$ cat config.mk
export PLATFORM = sky130hd
export DESIGN_NAME = sensor_encoder_sync
export DESIGN_NICKNAME = d
export VERILOG_FILES = /design/src/rtl/sensor_encoder_sync.sv
export SDC_FILE = /design/constraint.sdc
export NUM_CORES = 1
export LEC_CHECK = 0
export BUFFER_PORTS_ARGS = -buffer_cell sky130_fd_sc_hd__buf_2
export CORE_MARGIN = 4
export CORE_UTILIZATION = 35
export CTS_BUF_LIST = sky130_fd_sc_hd__clkbuf_16
export CTS_CLUSTER_SIZE = 20
export DETAILED_ROUTE_END_ITERATION = 10
export PLACE_DENSITY = 0.49
export SYNTH_ARGS = -nofsm -noshare
export SYNTH_HDL_FRONTEND = slang
export SYNTH_SLANG_ARGS = --single-unit
$ cat constraint.sdc
create_clock -name clk -period 2.61 [get_ports clk]
set_input_delay 0.261 -clock clk [delete_from_list [all_inputs] [get_ports clk]]
set_output_delay 0.261 -clock clk [all_outputs]
set_load 0.05 [all_outputs]
$ cat src/rtl/sensor_encoder_sync.sv
`default_nettype none
// ============================================================================
// sensor_encoder_sync: synchronizes and debounces a sensor bus, encodes one-hot
// Revision: 1.0
// ============================================================================
module sensor_encoder_sync #(
  parameter  int N_IN          = 7,
  parameter  int STABLE_CYCLES = 4,
  localparam int CODE_W        = $clog2(N_IN + 1)
) (
  input  logic              clk,
  input  logic              rst_n,
  input  logic [N_IN-1:0]   in_vec,
  input  logic              enable,
  output logic [CODE_W-1:0] code,
  output logic              multi_err,
  output logic              code_valid,
  output logic              change_pulse
);

  localparam int               CNT_W       = $clog2(STABLE_CYCLES + 1);
  localparam logic [CNT_W-1:0] C_CNT_MAX   = CNT_W'(STABLE_CYCLES);
  localparam logic [1:0]       C_ST_IDLE   = 2'd0;
  localparam logic [1:0]       C_ST_LOCKED = 2'd1;
  localparam logic [1:0]       C_ST_FAULT  = 2'd2;

  logic [N_IN-1:0]   sync1_q, sync1_d;
  logic [N_IN-1:0]   sync2_q, sync2_d;
  logic [N_IN-1:0]   prev_q, prev_d;
  logic [CNT_W-1:0]  cnt_q, cnt_d;
  logic [1:0]        state_q, state_d;
  logic [CODE_W-1:0] code_q, code_d;
  logic              code_valid_q, code_valid_d;
  logic              multi_err_q, multi_err_d;
  logic              change_pulse_q, change_pulse_d;

  logic              cls_any;
  logic              cls_multi;
  logic [CODE_W-1:0] cls_idx;
  logic              accept;

  // Synchronizer chain is pure wiring; prev holds the previous synchronized sample.
  always_comb begin
    sync1_d = in_vec;
    sync2_d = sync1_q;
    prev_d  = sync2_q;
  end

  // Scan high to low so the lowest set bit wins the index.
  always_comb begin
    cls_any   = 1'b0;
    cls_multi = 1'b0;
    cls_idx   = '0;
    for (int i = N_IN - 1; i >= 0; i--) begin
      if (sync2_q[i]) begin
        cls_multi = cls_multi | cls_any;
        cls_any   = 1'b1;
        cls_idx   = CODE_W'(i);
      end
    end
  end

  always_comb begin
    cnt_d = cnt_q;
    if (!enable || (sync2_q != prev_q)) begin
      cnt_d = '0;
    end else if (cnt_q != C_CNT_MAX) begin
      cnt_d = cnt_q + CNT_W'(1);
    end
  end

  // Acceptance repeats while saturated; an unchanged result raises no pulse.
  assign accept = enable && (cnt_d == C_CNT_MAX);

  always_comb begin
    state_d        = state_q;
    code_d         = code_q;
    code_valid_d   = code_valid_q;
    multi_err_d    = multi_err_q;
    change_pulse_d = 1'b0;
    if (accept) begin
      if (cls_multi) begin
        state_d      = C_ST_FAULT;
        code_d       = '0;
        code_valid_d = 1'b0;
        multi_err_d  = 1'b1;
      end else if (cls_any) begin
        state_d      = C_ST_LOCKED;
        code_d       = cls_idx + CODE_W'(1);
        code_valid_d = 1'b1;
        multi_err_d  = 1'b0;
      end else begin
        state_d      = C_ST_IDLE;
        code_d       = '0;
        code_valid_d = 1'b0;
        multi_err_d  = 1'b0;
      end
      change_pulse_d = (state_d != state_q) || (code_d != code_q);
    end
  end

  always_ff @(posedge clk) begin
    if (!rst_n) begin
      sync1_q        <= '0;
      sync2_q        <= '0;
      prev_q         <= '0;
      cnt_q          <= '0;
      state_q        <= C_ST_IDLE;
      code_q         <= '0;
      code_valid_q   <= 1'b0;
      multi_err_q    <= 1'b0;
      change_pulse_q <= 1'b0;
    end else begin
      sync1_q        <= sync1_d;
      sync2_q        <= sync2_d;
      prev_q         <= prev_d;
      cnt_q          <= cnt_d;
      state_q        <= state_d;
      code_q         <= code_d;
      code_valid_q   <= code_valid_d;
      multi_err_q    <= multi_err_d;
      change_pulse_q <= change_pulse_d;
    end
  end

  assign code         = code_q;
  assign code_valid   = code_valid_q;
  assign multi_err    = multi_err_q;
  assign change_pulse = change_pulse_q;

endmodule
`default_nettype wire

Yosys cells after proc, flatten, opt, wreduce, memory -nomap -nowiden
Index checks and enable logic that the tools add are counted.
W data, S select, Z words.
{ "totals": {"reg_bits": 32, "in_bits": 10, "out_inout_bits": 6, "wordCells": 57} }
{ "classes": {"add_sub_neg": 2, "eq_ne": 5, "n_mux": 31, "bitwise_logic": 5, "reduce_logical": 5} }
{ "ops": {"columns": ["operator", "count"], "rows": [
  ["$mux W3", 12],
  ["$mux W1", 17],
  ["$ne A7 B7 Y1", 1],
  ["$add A3 B1 Y3 const B", 2],
  ["$or A1 B1 Y1", 5],
  ["$mux W2", 2],
  ["$eq A3 B3 Y1 const B", 1],
  ["$ne A3 B3 Y1", 1],
  ["$ne A3 B3 Y1 const B", 1],
  ["$logic_or A1 B1 Y1", 2],
  ["$ne A2 B2 Y1", 1],
  ["$reduce_and A2 Y1", 1],
  ["$logic_and A1 B1 Y1", 1],
  ["$logic_not A1 Y1", 1]
]} }

Depth between registers and ports, before layout
{ "depth": {"ltp_word": 16, "depth_mapped": 9, "depth_no_buf": 9} }

Worst setup path after synthesis
OpenSTA, ideal clock, no wires.
{ "synth_path": {"path_type": "flip-flop to flip-flop", "start": "register sync2_q[1], in the netlist prev_d[1]", "end": "register change_pulse_q, in the netlist change_pulse", "setup_time_ps": 125, "arrival_ps": 1956, "required_ps": 2485, "setup_slack_ps": 528, "path_stages_with_launch": 9, "path_buffers": 0, "synth_period_minus_slack_ps": 2082, "cell_sequence": "dfxtp_1 -> nor2_1 -> a221oi_1 -> ha_1 -> xor2_1 -> o21ai_0 -> a31oi_1 -> a21oi_1 -> o41a_1"} }
{ "synth_via": {"elab_chain_cells": 8, "elab_cells_between_ends": 23, "classes_between": "add/sub (1); eq/ne (4); mux (13); bitwise (1); reduce/logical (4)"} }
{ "synth_rtl": {"columns": ["element", "line_no", "rtl"], "rows": [
  ["from (decl)", "28", "logic [N_IN-1:0] sync2_q, sync2_d;"],
  ["from (signal assigned)", "115", "sync2_q <= sync2_d;"],
  ["$mux W3 (2 in a row)", "55", "if (sync2_q[i]) begin"],
  ["$add A3 B1 Y3", "89", "code_d = cls_idx + CODE_W'(1);"],
  ["$mux W3", "87", "end else if (cls_any) begin"],
  ["$mux W3", "82", "if (cls_multi) begin"],
  ["$mux W3", "81", "if (accept) begin"],
  ["$ne A3 B3 Y1", "98", "change_pulse_d = (state_d != state_q) || (code_d != code_q);"],
  ["$logic_or A1 B1 Y1", "98", null],
  ["to (signal assigned)", "122", "change_pulse_q <= change_pulse_d;"],
  ["to (decl)", "35", "logic change_pulse_q, change_pulse_d;"]
]} }
Parallel ways exist; a longest one is shown, timed or not. The select of a mux whose other input is x is not followed.
A chain may end at the register's enable or synchronous reset.

Final worst setup path
Ends and elaborated chain as after synthesis.

==> run_results.csv <==
group,metric,value,unit
status,status,"complete, no violations",
finish,multi_input_area,681,µm²
detailed_routing,routed-wl-met3,133,µm
timing,slew_viol_final,0,
detailed_routing,drt_iter0_markers,45,
synthesis,synth_area_leaders,"dfxtp_1 45%, and2_1 9.5%, xnor2_1 5.3%",
floorplanning,rows,22,
placement,portBuffers,15,
timing,min_period,2.32,ns
timing,worst_pin_slew,0.493,ns
detailed_routing,vias,996,
pwr,power,0.00111,W
floorplanning,die_h,69.5,µm
detailed_routing,wl_per_cell,11.1,µm
floorplanning,io_pins,16,
synthesis,avgSynthCellArea,9.31,µm²
synthesis,netlist.area_leader.share,45.4,%
clock_tree,clk_pin_slew,0.05,ns
grt,track_usage,11.2,%
synthesis,ys_warn_count,0,
detailed_routing,vias_per_cell,4.72,
grt,overflow,0,
floorplanning,initial_core_util,36.1,%
detailed_routing,wl,2350,µm
synthesis,syn_nets,155,
timing,max_clock_freq,431,MHz
timing,finalClockSkew,0.00319,ns
worst_hold_path,hold_class,"input pin to flop",
clock_tree,cts_sinks,30,
critical_path,worst-path-max-fanout,7,
critical_path,worstSetupEndpointType,"flop",
timing,setup_viol,0,
clock_tree,clockRootBuffer,"clkbuf_16",
pwr,sequentialPowerShare,43.8,%
critical_path,crit_path_start_kind,"flop",
synthesis,synth.distinct_cells,32,
finish,final_cell_mix,"30 x dfxtp_1, 20 x and2_1, 15 x buf_2",
detailed_routing,top_layer,"met4",
job,max_cap_violations,0,
finish,final_util,43.2,%
timing,fin_crit_sh,88.8,%
synthesis,synth_area,0.00132,mm²
clock_tree,clockBufferDepth,2,
pwr,clkPwrFrac,48.3,%
placement,place_congestion,0.875,
pwr,peakVddDrop,0.386,mV
clock_tree,cts.hold.buffers_added,0,
clock_tree,cts_tree,"built",
finish,regArea,601,µm²
critical_path,worstPathArrival,2.47,ns
floorplanning,die_w,69.5,µm
detailed_routing,antenna_left,0,
pwr,combPwrFrac,8.0,%
synthesis,ys_ff_latch,30,
grt,grt_pass1_vias,953,
clock_tree,cts_resized,0,
timing,final.setup.worst_slack,0.292,ns
pwr,switching_share,22.4,%
placement,dpl.hpwl,1690,µm
synthesis,synth.largest_area_cell,"dfxtp_1",
timing,rsz0062_at_grt,"false",
clock_tree,clkLatencyLatePin,0.27,ns
timing,hold_viol_final,0,
critical_path,r2r_slack,0.29,ns
clock_tree,cts_made_buffers,5,
pwr,p_leak,0.645,nW
placement,place_ws,0.299,ns
grt,grt_first_pass_wirelength,4210,µm
finish,layout-drive-gt1-share,16.6,%
synthesis,synthCells,142,
clock_tree,postCtsSetupBuffers,0,
pwr,power_density,700,mW/mm²
finish,final_common_cell,"dfxtp_1",
finish,area_delta_synth_final,19.5,%
floorplanning,die-area,0.00483,mm²
critical_path,path_class,"flop to flop",
timing,max_slew_margin,67.1,%
critical_path,crit_required,2.77,ns
clock_tree,htreeDepth,2,
detailed_routing,first_pass_iters,3,
grt,grt_max_degree,29,
floorplanning,core_area,0.00366,mm²
finish,nets,175,
detailed_routing,drc,0,
finish,n_fill_cell,380,
pwr,p_int,0.000858,W
detailed_routing,wl_met2,1060,µm
pwr,switching_power,0.000248,W
finish,diodes,0,
timing,finalSetupTns,0,ns
detailed_routing,wl_met1,1080,µm
synthesis,ys_seq_area_share,45.4,%
grt,antenna_found_initial,0,
worst paths after layout:
path,startpoint,endpoint,cells past startpoint
worst max-delay path,prev_d[1],change_pulse,8
worst min-delay path,in_vec[4],sync1_q[4],2
worst max register to register,prev_d[1],change_pulse,8
worst min register to register,sync1_q[6],prev_d[6],1
registers in the layout, summed over array words and instances (netlist names):
register and cells:
code 3, state_q 2, cnt_q 3, change_pulse 1, prev_q 7, sync1_q 7
prev_d 7
cell families after synthesis:
group | after synthesis | synth area share (%)
buffers and inverters | 8 | 3.12
multiplexers | 5 | 3.78
adder cells (fa/ha/maj) | 3 | 2.84
XOR/XNOR | 10 | 6.62
AO/OA/AOI/OAI | 19 | 9.37
flip-flops | 30 | 45.4
AND/OR/NAND/NOR | 67 | 28.9
synth_stat cells:
master,count
dfxtp_1,30
and2_1,20
nor2_1,11
nand2_1,10
xnor2_1,8
nor2b_1,7
o21ai_0,6
inv_1,5
mux2i_1,5
nand4_1,4
a21boi_0,3
a21oi_1,3
ha_1,3
nand3b_1,3
a31oi_1,2
and2_2,2
clkbuf_1,2
nand2b_1,2
nor3_1,2
xor2_1,2
a211oi_1,1
a221oi_1,1
and3_1,1
and3_2,1
buf_8,1
nand3_1,1
nor4_2,1
o211ai_1,1
o221ai_1,1
o41a_1,1
or3_1,1
or4_4,1
power by group through the flow:
| stage | sequential (W) | combinational, W | clock (W) |
|---|---|---|---|
| 2_1_floorplan | 0.000490 | 0.0000703 | 0 |
| 3_3_place_gp | 0.000493 | 0.0000880 | 0 |
| 3_5_place_dp | 0.000493 | 0.0000889 | 0 |
| 4_1_cts | 0.000484 | 0.0000893 | 0.000548 |
| 5_1_grt | 0.000485 | 0.000102 | 0.000574 |
| 6_report | 0.000484 | 0.0000882 | 0.000534 |
worst max-delay path: stages, from the launching register on:
cell and delay (ns):
dfxtp_1 0.43, nor2_1 0.08, a221oi_1 0.47, ha_1 0.26, xor2_1 0.21, o21ai_0 0.10, a31oi_1 0.19, a21oi_1 0.06
o41a_1 0.41
per-layer routing:
layer  vias up  GRT usage (%)
met1       456           12.9
met2        16           17.4
met3         5           4.78
li1        519              -
met4         0           6.51
met5         -              0
metrics by stage:
stage	instance area (µm²)	hold WS (ns)	std cells
after CTS	1580	0.190	211
after global placement	1440	0.414	203
after global routing	1580	0.196	211
after detailed placement	1440	0.418	203
final	1580	0.191	211
after floorplan	1320	0.388	142
final cells by class:
cell class / instances / area share [%]
repair buffers: 16 / 5.23
inverters: 5 / 1.19
clock buffers: 5 / 7.92
well taps: 48 / 3.80
clock inverters: 3 / 0.792
multi-input cells: 104 / 43.1
flip-flops and latches: 30 / 38.0
Note: power is estimated with default switching activity, not from simulation.
